<file path="src/rtl/mlp_pkg.sv">
// Shared definitions for the ADC-to-MLP front end: default frame geometry,
// drop counter width and the frame buffer state encoding.
package mlp_pkg;

  localparam int DEF_INPUT_BIT = 6;
  localparam int DEF_INPUT_NUM = 5;
  localparam int DROP_CNT_W    = 16;

  typedef enum logic [0:0] {
    FILL = 1'b0,
    HOLD = 1'b1
  } frame_state_t;

endpackage

</file>
<file path="src/rtl/adc_offset_sat.sv">
// Combinational ADC offset removal: adj_code = raw_code - offset_code,
// clamped at zero so codes below the offset never wrap to large values.
// Only instantiated when ADC_FRAME_OFFSET_EN is defined.
module adc_offset_sat
  import mlp_pkg::*;
#(
  parameter int INPUT_BIT = DEF_INPUT_BIT
) (
  input  logic [INPUT_BIT-1:0] raw_code,
  input  logic [INPUT_BIT-1:0] offset_code,
  output logic [INPUT_BIT-1:0] adj_code
);

  // Subtract with a floor at zero.
  always_comb begin
    adj_code = '0;
    if (raw_code > offset_code) begin
      adj_code = raw_code - offset_code;
    end else begin
      adj_code = '0;
    end
  end

endmodule

</file>
<file path="src/rtl/adc_frame_buffer.sv">
// Collects ADC samples into sliding frames of INPUT_NUM codes for the MLP.
// A new frame is issued every STRIDE accepted samples once the window is full.
// Samples arriving while a frame waits for the MLP are dropped and counted.
// Optional macro ADC_FRAME_OFFSET_EN adds offset_code and stores
// max(s_data - offset_code, 0) instead of the raw code.
module adc_frame_buffer
  import mlp_pkg::*;
#(
  parameter int INPUT_BIT = DEF_INPUT_BIT,
  parameter int INPUT_NUM = DEF_INPUT_NUM,
  parameter int STRIDE    = 1
) (
  input  logic                           clk,
  input  logic                           arstb,
  input  logic                           clr,
  input  logic                           s_valid,
  input  logic [INPUT_BIT-1:0]           s_data,
`ifdef ADC_FRAME_OFFSET_EN
  input  logic [INPUT_BIT-1:0]           offset_code,
`endif
  output logic                           s_ready,
  output logic                           m_valid,
  output logic [INPUT_NUM*INPUT_BIT-1:0] m_data,
  input  logic                           m_ready,
  output logic [DROP_CNT_W-1:0]          drop_cnt
);

  localparam int FILL_W = $clog2(INPUT_NUM + 1);
  localparam logic [FILL_W-1:0]     FILL_FULL = FILL_W'(INPUT_NUM);
  localparam logic [FILL_W-1:0]     FILL_KEEP = FILL_W'(INPUT_NUM - STRIDE);
  localparam logic [DROP_CNT_W-1:0] DROP_MAX  = {DROP_CNT_W{1'b1}};

  frame_state_t          state_q, state_d;
  logic [FILL_W-1:0]     fill_q, fill_d, fill_base_s;
  logic [DROP_CNT_W-1:0] drop_q, drop_d;
  logic [INPUT_BIT-1:0]  slot_q [INPUT_NUM];
  logic [INPUT_BIT-1:0]  slot_d [INPUT_NUM];
  logic [INPUT_BIT-1:0]  sample_s;
  logic                  accept_s, drop_s, handshake_s;

`ifdef ADC_FRAME_OFFSET_EN
  adc_offset_sat #(
    .INPUT_BIT (INPUT_BIT)
  ) u_offset (
    .raw_code    (s_data),
    .offset_code (offset_code),
    .adj_code    (sample_s)
  );
`else
  assign sample_s = s_data;
`endif

  // Handshake decode; the shift register always holds the newest samples,
  // so retention on a frame handshake only rewinds the fill count.
  always_comb begin
    s_ready     = (state_q == FILL) || m_ready;
    m_valid     = (state_q == HOLD);
    accept_s    = s_valid && s_ready;
    drop_s      = s_valid && !s_ready;
    handshake_s = m_valid && m_ready;
    drop_cnt    = drop_q;
  end

  // Next-state, fill count, drop counter and sample shift (clr wins over all).
  always_comb begin
    state_d     = state_q;
    fill_d      = fill_q;
    drop_d      = drop_q;
    fill_base_s = fill_q;
    for (int i = 0; i < INPUT_NUM; i++) begin
      slot_d[i] = slot_q[i];
    end
    if (clr) begin
      state_d = FILL;
      fill_d  = '0;
      drop_d  = '0;
    end else begin
      if (drop_s && (drop_q != DROP_MAX)) begin
        drop_d = drop_q + DROP_CNT_W'(1);
      end else begin
        drop_d = drop_q;
      end
      if (handshake_s) begin
        fill_base_s = FILL_KEEP;
      end else begin
        fill_base_s = fill_q;
      end
      if (accept_s) begin
        fill_d = fill_base_s + FILL_W'(1);
        for (int i = 0; i < INPUT_NUM - 1; i++) begin
          slot_d[i] = slot_q[i+1];
        end
        slot_d[INPUT_NUM-1] = sample_s;
      end else begin
        fill_d = fill_base_s;
      end
      case (fill_d == FILL_FULL)
        1'b1:    state_d = HOLD;
        1'b0:    state_d = FILL;
        default: state_d = FILL;
      endcase
    end
  end

  // State, counters and sample storage; reset clears everything including slots.
  always_ff @(posedge clk or negedge arstb) begin
    if (!arstb) begin
      state_q <= FILL;
      fill_q  <= '0;
      drop_q  <= '0;
      for (int i = 0; i < INPUT_NUM; i++) begin
        slot_q[i] <= '0;
      end
    end else begin
      state_q <= state_d;
      fill_q  <= fill_d;
      drop_q  <= drop_d;
      for (int i = 0; i < INPUT_NUM; i++) begin
        slot_q[i] <= slot_d[i];
      end
    end
  end

  // Frame output: slot 0 holds the oldest sample and lands in the LSBs.
  always_comb begin
    m_data = '0;
    for (int i = 0; i < INPUT_NUM; i++) begin
      m_data[i*INPUT_BIT +: INPUT_BIT] = slot_q[i];
    end
  end

endmodule

</file>
<file path="config.mk">
export PLATFORM = sky130hd
export DESIGN_NAME = adc_frame_buffer
export DESIGN_NICKNAME = d
export VERILOG_FILES = /design/src/rtl/mlp_pkg.sv /design/src/rtl/adc_offset_sat.sv /design/src/rtl/adc_frame_buffer.sv
export SDC_FILE = /design/constraint.sdc
export NUM_CORES = 1
export LEC_CHECK = 0
export CAP_MARGIN = 10
export CORE_ASPECT_RATIO = 0.5
export CORE_MARGIN = 2
export CORE_UTILIZATION = 48
export CTS_BUF_LIST = sky130_fd_sc_hd__clkbuf_16
export DETAILED_ROUTE_END_ITERATION = 10
export GPL_TIMING_DRIVEN = 0
export PLACE_DENSITY_LB_ADDON = 0.08
export SETUP_SLACK_MARGIN = 0.15
export SYNTH_ARGS = -nofsm -noshare
export SYNTH_HDL_FRONTEND = slang
export SYNTH_SLANG_ARGS = --single-unit
</file>
<file path="constraint.sdc">
create_clock -name clk -period 2.4 [get_ports clk]
set_input_delay 0.24 -clock clk [delete_from_list [all_inputs] [get_ports clk]]
set_output_delay 0.24 -clock clk [all_outputs]
set_load 0.02 [all_outputs]
</file>
==> flow_metrics.tcl, run 1 <==
set metrics [dict create \
    grt_pass1_vias 1487 \
    syn_avg_cell_area_um2 12.5 \
    postSynth.asyncResetShare_pct 100 \
    finalCriticalPeriod_ps 1990 \
    p_sw_mw 0.774 \
    die_area_um2 5290 \
    finalHoldViolCount 0 \
    insertion_delay_ps 280 \
    port_buffers 58 \
    outcome "completed" \
    synth_cells 180 \
    cts_tree "yes" \
    grt_pass1_wl_mm 7.27 \
    layout.cells.non_filler 305 \
    start_util_pct 50.5 \
    p_clk_share_pct 26.6 \
    clk_path_buf_depth 2 \
    design_area_um2 3080 \
    intPower_mw 1.83 \
    clk_pin_slew_ps 70 \
    place_ws_ps 267 \
    antenna_found_initial 0 \
    yosysWarnings 0 \
    core_area_um2 4470 \
    max-slew-margin-rel_pct 68.2 \
    grt_usage_pct 18.4 \
    drt.antenna.violating_nets 0 \
    drc 0 \
    skew_ps 2.85 \
    cts.sinks 50 \
    drv_slew 0 \
    wirelength_mm 4.38 \
    synthFlopType "dfrtp_1" \
    ys_seq_area_share_pct 55.5 \
    die_x_um 101 \
    p_leak_nw 1.25 \
    routabilityCongestion 0.800 \
    ys_ff_latch 50 \
    critPathLaunchType "flop" \
    path_class "reg2reg" \
    n_antenna_cell 0 \
    ctsResizeCount 0 \
    die_h_um 52.5 \
    min_path_type "in2async" \
    critPathRequiredTime_ps 2550 \
    fmax_ghz 0.503 \
    switching_share_pct 29.8 \
    vias 1571 \
    cp.arrival_ps 2140 \
    synth_cell_type_count 32 \
    htreeDepth 2 \
    p_total_mw 2.60 \
    ioPinCount 59 \
    seq_power_share_pct 43.0 \
    synth.cell_area_um2 2250 \
    combPwrFrac_pct 30.4 \
    power_density_nw_per_um2 844 \
    synthToLayoutAreaGrowth_pct 36.5 \
    grt_overflow_total 0 \
    placedCellCount 296 \
    cp-end-kind "flop" \
    avgRoutedWirePerCell_um 14.4 \
    holdBufCountCts 1 \
    cts_buffers 5 \
    drive_above_1_share_pct 20.6 \
    worst_ir_drop_vdd_v 0.000499 \
    synth-edff-count 0 \
    placed_area_um2 2920 \
    setup_tns_ps 0 \
    fin_nets 260 \
    grt_max_degree 42 \
    cts_setup_buffers 0 \
    rows 17 \
    synth_nets 193 \
    cts_root_buffer "clkbuf_16" \
    rsz0062_at_grt "false" \
    worstPathCellList "ha_1 > and3_4 > and2_1 > buf_6 > a2111oi_2 > xnor2_1 > nor2_1" \
    drt_pass1_iterations 4 \
    period_share_pct 82.8 \
    drv_cap 0 \
    dp_hpwl_mm 3.14 \
    cp_max_fo 7 \
    worst-slew-pin-transition_ps 475 \
    setup_slack_ps 412 \
    setup_viol 0 \
    drtIter0Drc 23 \
    critPathMaxStageDelay_ps 460 \
    via_per_inst 5.15 \
    crit_slowest_cell "dfrtp_1" \
]
==> Yosys cell counts (2+ instances only) <==
cell	instances	area, µm²
a2111oi_2	5	75.1
a211oi_1	3	22.5
a21oi_1	3	15.0
and2_1	4	25.0
buf_2	3	15.0
clkbuf_1	2	7.51
dfrtp_1	50	1250
ha_1	2	25.0
inv_1	5	18.8
mux2_1	5	56.3
mux2_2	25	282
mux2i_1	3	30.0
nand2_1	11	41.3
nand2b_1	2	12.5
nand3_1	6	30.0
nor2_1	19	71.3
nor3_1	2	10.0
nor4_1	3	18.8
xnor2_1	14	123
==> power by group through the flow <==
| stage | combinational (mW) | clock (mW) | sequential [mW] |
|---|---|---|---|
| 4_1_cts | 0.805 | 0.708 | 1.12 |
| 2_1_floorplan | 0.173 | 0 | 1.33 |
| 3_5_place_dp | 0.800 | 0 | 1.13 |
| 6_report | 0.791 | 0.692 | 1.12 |
| 5_1_grt | 0.838 | 0.750 | 1.14 |
| 3_3_place_gp | 0.782 | 0 | 1.13 |
==> metrics by stage <==
| stage | util, % | hold slack (ps) |
|---|---|---|
| after floorplan | - | -55.6 |
| after global placement | 65.1 | 491 |
| after detailed placement | 65.4 | 123 |
| after CTS | 68.9 | 352 |
| after global routing | 68.9 | 383 |
| final | 68.9 | 350 |
==> registers in the layout, indices dropped and copies added, names as in the netlist <==
| register | cells |
|---|---|
| drop_cnt | 16 |
| fill_q | 3 |
| m_data | 30 |
| m_valid | 1 |
==> layout make-up <==
cell class	count	area (µm²)
buffer	7	41.3
clock buffer	5	125
clock inverter	3	21.3
fill	343	1390
inverter	5	18.8
multi-input combinational	118	943
sequential	50	1250
tap	57	71.3
timing repair buffer	60	606
==> placed cells by master, fill, tap and decap left out, types with 2 or more instances in the layout <==
| master | instances |
|---|---|
| mux2_2 | 25 |
| mux2i_1 | 3 |
| nand3_1 | 6 |
| clkdlybuf4s50_1 | 57 |
| a21oi_1 | 3 |
| clkbuf_1 | 2 |
| nor2_1 | 19 |
| nor4_1 | 3 |
| a211oi_1 | 3 |
| nor3_1 | 2 |
| a2111oi_2 | 5 |
| ha_1 | 2 |
| inv_1 | 5 |
| and2_1 | 4 |
| dfrtp_1 | 50 |
| mux2_1 | 5 |
| nand2_1 | 11 |
| buf_2 | 4 |
| xnor2_1 | 14 |
| clkbuf_16 | 5 |
| nand2b_1 | 2 |
==> critical path, delay by kind of cell, from the launching register on <==
| kind | cells | cell delay (ps) |
|---|---|---|
| and+or+nand+nor | 3 | 430 |
| adders and majority gates | 1 | 280 |
| DFF | 1 | 460 |
| xor gates and xnor gates | 1 | 160 |
| buffers and inverters | 1 | 130 |
| AOI/OAI and AO/OA | 1 | 390 |
==> kinds of logic after synthesis <==
| logic type | synth area share (%) |
|---|---|
| xor+xnor | 5.44 |
| buf+inv | 2.66 |
| compound gates | 5.66 |
| fa+ha+maj | 1.11 |
| simple gates | 13.3 |
| mux | 16.3 |
| flops | 55.5 |
==> worst paths after layout <==
check                       startpoint           end  slack, ps  cells past startpoint
max in group asynchronous        arstb    m_data[22]       1570                      3
setup reg to reg           drop_cnt[0]   drop_cnt[5]        410                      7
hold reg to reg              m_data[4]     m_data[4]        510                      1
hold / removal                   arstb  drop_cnt[11]        350                      2
setup / recovery           drop_cnt[0]   drop_cnt[5]        410                      7
min in group clk             m_data[4]     m_data[4]        510                      1
==> routing by layer <==
layer,share of wire (%),global-route usage [%]
met1,45,23.5
met2,49,30.4
met3,5.3,7.07
met4,0.62,3.38
met5,0,0
Note: power is estimated with default switching activity, not from simulation.
==> run 2: changes to the inputs <==
--- a/config.mk
+++ b/config.mk
@@ -8,7 +8,7 @@
 export CAP_MARGIN = 10
 export CORE_ASPECT_RATIO = 0.5
 export CORE_MARGIN = 2
-export CORE_UTILIZATION = 48
+export CORE_UTILIZATION = 43
 export CTS_BUF_LIST = sky130_fd_sc_hd__clkbuf_16
 export DETAILED_ROUTE_END_ITERATION = 10
 export GPL_TIMING_DRIVEN = 0
==> constraint.sdc (replaced) <==
create_clock -name clk -period 1.75 [get_ports clk]
set_input_delay 0.175 -clock clk [delete_from_list [all_inputs] [get_ports clk]]
set_output_delay 0.175 -clock clk [all_outputs]
set_load 0.02 [all_outputs]
==> flow_metrics.tcl, run 2 (synthesis gave the netlist of run 1 again) <==
set metrics [dict create \
    critPathLaunchType "flop" \
    drc 0 \
    synthToLayoutAreaGrowth_pct 65.3 \
    drtIter0Drc 55 \
    skew_ps 4.23 \
    drv_slew 0 \
    cp_num_buf_inv 0 \
    port_buffers 58 \
    critPathMaxStageDelay_ps 560 \
    grt_usage_pct 17.5 \
    setup_viol 0 \
    use_met2_pct 28.0 \
    multi_input_area_um2 1260 \
    r2r_start "drop_cnt[5]" \
    seqCellArea_um2 1260 \
    cts_root_buffer "clkbuf_16" \
    crit_end "drop_cnt[15]" \
    cts_buffers 5 \
    worst-slew-pin-transition_ps 500 \
    core_area_um2 4980 \
    drv_cap 0 \
    ioPinCount 59 \
    critical_path_depth 5 \
    busiest_layer "met2" \
    grt_pass1_wl_mm 8.13 \
    fill_cells 330 \
    avgRoutedWirePerCell_um 17.0 \
    grt_use_met3_pct 7.20 \
    grt_overflow_total 0 \
    placed_area_um2 3040 \
    final_cell_mix "clkdlybuf4s50_1 (52), dfrtp_1 (39), mux2_4 (30)" \
    htreeDepth 2 \
    routabilityCongestion 0.781 \
    setup_tns_ps 0 \
    power_density_nw_per_um2 1080 \
    cts_tree "yes" \
    max-slew-margin-rel_pct 66.7 \
    grt_max_degree 42 \
    outcome "completed" \
    drt.antenna.violating_nets 0 \
    drive_above_1_share_pct 42.4 \
    min_path_type "in2async" \
    worstPathCellList "and4_4 > nand4_4 > or4_4 > mux2i_1 > nor2_1" \
    finalCriticalPeriod_ps 1690 \
    finalHoldViolCount 0 \
    grt_pass1_vias 1714 \
    clk_path_buf_depth 2 \
    period_share_pct 96.5 \
    fmax_ghz 0.592 \
    die_x_um 106 \
    cts.sinks 50 \
    dp_hpwl_mm 3.30 \
    drt_pass1_iterations 4 \
    largest_register_ffs 30 \
    use_met1_pct 22.5 \
    r2r_slack_ps 60 \
    r2r_end "drop_cnt[15]" \
    fin_nets 281 \
    rows 18 \
    design_area_um2 3730 \
    crit_slowest_cell "or4_4" \
    critPathRequiredTime_ps 1920 \
    die_h_um 55.2 \
    rsz0062_at_grt "true" \
    cp-end-kind "flop" \
    vias 1706 \
    cp_max_fo 4 \
    clk_pin_slew_ps 70 \
    antenna_found_initial 0 \
    cp.arrival_ps 1860 \
    die_area_um2 5870 \
    start_util_pct 45.3 \
    critPathLaunch "drop_cnt[5]" \
    via_per_inst 5.03 \
    rr_worst_depth 5 \
    path_delay_family "simple AND/OR/NAND/NOR gates" \
    p_leak_nw 1.62 \
    layout_commonest_cell "clkdlybuf4s50_1" \
    n_antenna_cell 0 \
    path_class "reg2reg" \
    wirelength_mm 5.76 \
    worst_ir_drop_vdd_v 0.000773 \
    insertion_delay_ps 290 \
]
run 2: cell types whose count changed in the layout (fill, tap and decap cells not counted), moves of 5 or more:
cell	before	now
a2111oi_2	5	0
buf_4	1	17
mux2_2	25	0
mux2_1	5	0
mux2_4	0	30
clkdlybuf4s50_1	57	52
dfrtp_1	50	39
a2111oi_4	0	5
dfrtp_2	0	11
run 2: per-layer routing:
metal / routed length (µm) / up-vias
li1: - / 805
met1: 2530 / 855
met2: 2830 / 40
met3: 350 / 6
met4: 42 / 0
met5: 0 / -
run 2: worst register-to-register path: stages, from the launching register on:
cell and delay, ps:
dfrtp_2 380, and4_4 260, nand4_4 130, or4_4 560
mux2i_1 180, nor2_1 60
run 2: layout make-up:
class                   instances  share of cell area [%]
plain buffers                   7                    2.08
clock buffers                   5                    3.36
repair buffers                 81                    22.6
well taps                      70                    2.35
flip-flops and latches         50                    33.9
inverters                       5                   0.571
clock inverters                 3                    1.28
multi-input cells             118                    33.8
run 2: per-stage QoR:
| step | hold WS (ps) | setup WS [ps] | util [%] | power [mW] | std cells |
|---|---|---|---|---|---|
| global placement | 488 | -1130 | 60.8 | 2.64 | 308 |
| detailed placement | 66.4 | -243 | 61.1 | 2.68 | 309 |
| CTS | 301 | 21.9 | 66.8 | 3.82 | 326 |
| finish | 286 | 61.7 | 74.9 | 4.01 | 339 |
| floorplan | -121 | 19.8 | - | 2.07 | 180 |
| global route | 314 | -6.34 | 74.9 | 4.18 | 339 |
run 2: report_power, final:
| part | total, mW | internal, mW | switching (mW) | leakage, nW |
|---|---|---|---|---|
| combinational | 1.30 | 0.754 | 0.550 | 0.919 |
| clock | 1.13 | 0.682 | 0.445 | 0.0844 |
| sequential | 1.58 | 1.39 | 0.189 | 0.617 |
| total | 4.01 | 2.83 | 1.18 | 1.62 |
run 2: worst min-delay path by stage:
| stage | startpoint | slack [ps] | depth (start not counted) | to |
|---|---|---|---|---|
| after floorplan | arstb | -120 | 0 | drop_cnt[0] |
| after global placement | m_data[27] | 490 | 1 | m_data[27] |
| after detailed placement | arstb | 70 | 1 | drop_cnt[13] |
| after CTS | arstb | 300 | 2 | drop_cnt[7] |
| after global routing | arstb | 310 | 2 | drop_cnt[6] |
| final | arstb | 290 | 2 | drop_cnt[7] |
run 2: repair_timing:
item,CTS,global route
cloned,0,3
setup endpoints to repair,24,50
endpoints found under the hold margin,9,0
pin swaps,8,14
resized for setup,8,60
hold buffers,1,0
setup buffers,8,10
==> run 3: changes to the inputs <==
--- a/config.mk
+++ b/config.mk
@@ -5,13 +5,13 @@
 export SDC_FILE = /design/constraint.sdc
 export NUM_CORES = 1
 export LEC_CHECK = 0
+export ABC_AREA = 1
 export CAP_MARGIN = 10
 export CORE_ASPECT_RATIO = 0.5
 export CORE_MARGIN = 2
-export CORE_UTILIZATION = 43
+export CORE_UTILIZATION = 44
 export CTS_BUF_LIST = sky130_fd_sc_hd__clkbuf_16
 export DETAILED_ROUTE_END_ITERATION = 10
-export GPL_TIMING_DRIVEN = 0
 export PLACE_DENSITY_LB_ADDON = 0.08
 export SETUP_SLACK_MARGIN = 0.15
 export SYNTH_ARGS = -nofsm -noshare
==> flow_metrics.tcl, run 3 <==
set metrics [dict create \
    placed_area_um2 3160 \
    port_buffers 58 \
    grt_usage_pct 19.2 \
    finalHoldViolCount 0 \
    start_util_pct 46.9 \
    die_x_um 108 \
    grt_pass1_vias 2013 \
    htreeDepth 2 \
    rsz0062_at_grt "true" \
    skew_ps 6.89 \
    dp_hpwl_mm 3.76 \
    intPower_mw 2.17 \
    cts.sinks 50 \
    seq_power_share_pct 44.7 \
    clk_pin_slew_ps 70 \
    vias 2138 \
    synth_cells 280 \
    synth_top_area_cell "dfrtp_1" \
    fill_cells 415 \
    ioPinCount 59 \
    setup_tns_ps 0 \
    syn_avg_cell_area_um2 8.49 \
    fmax_ghz 0.628 \
    p_sw_mw 0.908 \
    yosys-top-cells-area "dfrtp_1 (53%), nand2_1 (12%), inv_1 (4.7%), nor2_1 (4.6%), nand4_1 (3.7%)" \
    drv_slew 0 \
    drive_above_1_share_pct 16.6 \
    cts_tree "yes" \
    ys_ff_latch 50 \
    synthFlopType "dfrtp_1" \
    min_path_type "in2async" \
    synth_nets 293 \
    path_class "reg2out" \
    postSynth.asyncResetShare_pct 100 \
    cts_buffers 5 \
    p_leak_nw 1.72 \
    synth.cell_area_um2 2380 \
    insertion_delay_ps 290 \
    die_h_um 56.0 \
    cp.arrival_ps 1420 \
    layout_commonest_cell "nand2_1" \
    yosysWarnings 0 \
    grt_overflow_total 0 \
    switching_share_pct 29.5 \
    final_cell_mix "nand2_1 (77), clkdlybuf4s50_1 (51), dfrtp_1 (44)" \
    p_clk_share_pct 32.7 \
    routabilityCongestion 0.821 \
    critPathLaunchType "flop" \
    fin_hold_ws_ps 385 \
    critPathRequiredTime_ps 1570 \
    rows 18 \
    die_area_um2 6040 \
    cts_root_buffer "clkbuf_16" \
    ys_seq_area_share_pct 52.7 \
    drv_cap 0 \
    cp_max_fo 4 \
    synthToLayoutAreaGrowth_pct 45.8 \
    design_area_um2 3460 \
    outcome "completed" \
    fin_nets 379 \
    combPwrFrac_pct 22.6 \
    cp-end-kind "output port" \
    worst_ir_drop_vdd_v 0.000540 \
    yosysMostFrequentCell "nand2_1" \
    finalCriticalPeriod_ps 1590 \
    via_per_inst 4.89 \
    wirelength_mm 5.68 \
    avgRoutedWirePerCell_um 13.0 \
    drtIter0Drc 104 \
    clk_path_buf_depth 2 \
    synth_top_area_share_pct 52.7 \
    antenna_found_initial 0 \
    synth.cells.most_frequent "nand2_1 (77), dfrtp_1 (50), inv_1 (30)" \
    rr_worst_depth 10 \
    r2r_slack_ps 170 \
    synth-edff-count 0 \
    drt_pass1_iterations 4 \
    synth_cell_type_count 24 \
    n_antenna_cell 0 \
    period_share_pct 91.0 \
    setup_viol 0 \
    grt_pass1_wl_mm 9.16 \
    power_density_nw_per_um2 889 \
    drt.antenna.violating_nets 0 \
    largest_register_ffs 30 \
    drc 0 \
    worst-slew-pin-transition_ps 394 \
    grt_max_degree 51 \
    max-slew-margin-rel_pct 73.7 \
    core_area_um2 5070 \
]
==> run 3: cell type report <==
type	count	area (µm²)	share of cell area, %
inverter	32	120	3.47
timing repair buffer	86	855	24.7
sequential	50	1260	36.3
clock buffer	5	125	3.61
multi-input combinational	191	988	28.5
clock inverter	3	28.8	0.831
tap	70	87.6	2.53
==> run 3: timing repair <==
item                                   in CTS  in global routing
pin swaps                                   2                 14
setup buffers                               2                  7
resized for setup                           4                 11
endpoints found under the hold margin      50                  0
setup endpoints to repair                  16                 22
gates cloned                                1                  1
hold buffers                                1                  0
==> run 3: path summary, 6_finish.rpt <==
check | to | startpoint
setup / recovery | drop_cnt[1] | drop_cnt[1]
hold / removal | drop_cnt[15] | arstb
setup reg to reg | drop_cnt[5] | drop_cnt[1]
hold reg to reg | m_data[1] | m_data[1]
max in group asynchronous | drop_cnt[1] | arstb
min in group clk | m_data[24] | s_data[0]
==> run 3: metrics by stage <==
| stage | instances | total power, mW | utilization [%] | worst slack (ps) |
|---|---|---|---|---|
| 2_1_floorplan | 280 | 1.71 | - | 155 |
| 3_3_place_gp | 417 | 2.08 | 62.4 | 67.2 |
| 3_5_place_dp | 417 | 2.09 | 62.4 | 29.7 |
| 4_1_cts | 429 | 3.12 | 66.4 | 160 |
| 5_1_grt | 437 | 3.23 | 68.3 | 80.5 |
| 6_report | 437 | 3.08 | 68.3 | 157 |
==> run 3: critical path, stage by stage, from the launching register on <==
cell,delay [ps]
dfrtp_2,410
buf_4,130
clkdlybuf4s50_1,590
==> run 3: cells by family (layout without fill, tap and decap cells) <==
kind of cell / after synthesis / count (layout) / share of synthesized area [%]
buffers and inverters: 40 / 126 / 6.95
flip-flops: 50 / 50 / 52.7
adder cells (fa/ha/maj): 2 / 2 / 1.05
AO/OA/AOI/OAI: 28 / 28 / 5.90
AND/OR/NAND/NOR: 149 / 150 / 28.8
multiplexers: 6 / 6 / 2.84
XOR/XNOR: 5 / 5 / 1.84
==> run 3: routing by layer <==
| metal | vias to the layer above | global-route usage [%] | part of all wire, % |
|---|---|---|---|
| met2 | 46 | 33.1 | 50 |
| met5 | - | 0 | 0 |
| met4 | 0 | 2.75 | 0.37 |
| li1 | 1074 | - | - |
| met1 | 1014 | 24.4 | 45 |
| met3 | 4 | 5.97 | 4.9 |
==> run 3: power groups by stage <==
| stage | Combinational [mW] | Clock [mW] | Sequential (mW) |
|---|---|---|---|
| 4_1_cts | 0.704 | 1.04 | 1.38 |
| 3_5_place_dp | 0.698 | 0 | 1.40 |
| 2_1_floorplan | 0.166 | 0 | 1.55 |
| 5_1_grt | 0.755 | 1.08 | 1.39 |
| 6_report | 0.696 | 1.01 | 1.38 |
| 3_3_place_gp | 0.685 | 0 | 1.39 |
==> edit: new RTL, flow settings as in run 2 <==
Register the output `drop_cnt`, with the module's reset; this adds one clock of latency there. The other outputs are not delayed to match.
--- a/src/rtl/adc_frame_buffer.sv
+++ b/src/rtl/adc_frame_buffer.sv
@@ -32,2 +32,4 @@
 
+  logic [DROP_CNT_W-1:0] drop_cnt_d;
+
   frame_state_t          state_q, state_d;
@@ -60,3 +62,3 @@
     handshake_s = m_valid && m_ready;
-    drop_cnt    = drop_q;
+    drop_cnt_d  = drop_q;
   end
@@ -131,2 +133,10 @@
 
+  always_ff @(posedge clk or negedge arstb) begin
+    if (!arstb) begin
+      drop_cnt <= '0;
+    end else begin
+      drop_cnt <= drop_cnt_d;
+    end
+  end
+
 endmodule
Behaviour: not the same (a bounded check fails within 10 cycles, from zero or initial values and one cycle with arstb low).
==> edit against run 2 <==
- setup slack got worse by 0.026 ns
- combinational power about the same
- total power increased by 24%
- sequential cell count increased by 16
- sequential power increased by 23%
- area after synthesis increased by 20%
- critical path type unchanged
- routed wire length increased by 11%
- cell area increased by 16%
- hold slack improved by 0.13 ns
- global-route usage increased by 2.5 points
- maximum frequency decreased by 1.5%
- clock power increased by 51%
==> edit: results (changes against run 2) <==
DR iter-0 viols: 114 (+110%)
Yosys cell types: 39 (+22%)
final wirelength: 6.36 mm (+11%)
CTS Buf Count: 9 (+4)
clk slew on worst S/H paths: 0.05 ns (-0.02 ns)
post-place instance area: 0.00343 sq mm (+13%)
Worst slew margin: 45.1% (-22 points)
post-synthesis sequential area ratio: 60.9% (+5.4 points)
worst skew pair latency: 0.33 ns (+0.04 ns)
Worst R2R Path Depth: 7 (+2)
share of layout cells above drive strength 1: 40.5% (-1.9 points)
via/cell ratio: 5.13 (+1.8%)
post-cts resize count: 56 (+48)
Lkg Pwr: 1.94 nW (+19%)
pin count of the biggest net entering global routing: 67 (+60%)
top cells by area, synth: dfrtp_1, mux2_2, or4_1, o31ai_1, a21oi_1
post-CTS setup buffer count: 14 (+6)
VDD IR-drop max: 0.628 mV (-19%)
H-tree levels: 3 (+1)
worst hold path type: input pin to flip-flop
non-filler cells, final: 399 (+18%)
Cells after DPL: 354 (+15%)
clk pwr: 1.71 mW (+51%)
GP Congestion: 0.770 (-1.3%)
Worst Setup SP: drop_cnt_d[1]
met3 Track Usage GR: 9.53% (+2.3 points)
Post-Syn Instances: 208 (+16%)
most frequent cells after synthesis: dfrtp_1, mux2_2, nor2_1, a21oi_1, nand2_1
status: completed
vias in the first global route: 1987 (+16%)
GR Util met2: 31.1% (+3.1 points)
Power Total: 4.96 mW (+24%)
Final nets: 320 (+14%)
post-DP HPWL: 3.63 mm (+10%)
R2R Setup Slk: 0.04 ns (-0.03 ns)
Syn Nets: 221 (+15%)
global routing met1 resource utilization: 25.1% (+2.6 points)
combinational share of power: 26.3% (-6.2 points)
critical path arrival: 1.93 ns (+0.07 ns)
-- edit: changes by cell type in the layout (fill, tap and decap cells not counted), moves of 4 or more --
cell	run 2	this run
nor2_1	18	9
a21oi_1	2	6
a2111oi_4	5	0
or4_1	0	4
dfrtp_2	11	7
dfrtp_1	39	59
buf_6	3	7
buf_8	2	6
xnor2_1	14	0
o31ai_1	0	4
-- edit: cells by family (layout without fill, tap and decap cells) --
family	Yosys count	in the layout	share of synthesized area, %
flip-flops	66	66	60.9
AND/OR/NAND/NOR	62	62	14.4
multiplexers	35	35	14.4
AO/OA/AOI/OAI	27	27	6.18
buffers and inverters	15	118	2.77
adder cells (fa/ha/maj)	2	2	0.923
XOR/XNOR	1	1	0.323
-- edit: area by class of cell --
class,instances,area (sq um)
buffer,7,71.3
clock buffer,9,225
sequential,66,1660
multi-input combinational,127,1260
clock inverter,6,58.8
fill,438,1770
timing repair buffer,88,895
inverter,8,30.0
tap,88,110
-- edit: per-layer routing --
layer  share of wire [%]  vias to the layer above
met3                 5.8                        8
li1                    -                      959
met4                 1.4                        0
met1                  46                     1026
met5                   0                        -
met2                  47                       52
-- edit: metrics by stage --
| step | setup TNS (ns) | worst slack (ns) | hold slack (ns) |
|---|---|---|---|
| floorplan | 0 | 0.131 | -0.121 |
| CTS | 0 | 0.0372 | 0.409 |
| global route | -0.528 | -0.0697 | 0.454 |
| finish | 0 | 0.0361 | 0.415 |
| detailed placement | -9.59 | -0.472 | 0.326 |
| global placement | -114.47 | -1.85 | 0.426 |
-- edit: critical path: stages (launching register included) --
cell	delay, ns
dfrtp_1	0.41
ha_4	0.17
nand4_1	0.09
buf_6	0.15
nor4_4	0.39
buf_4	0.23
nor2_2	0.05
mux2i_1	0.11
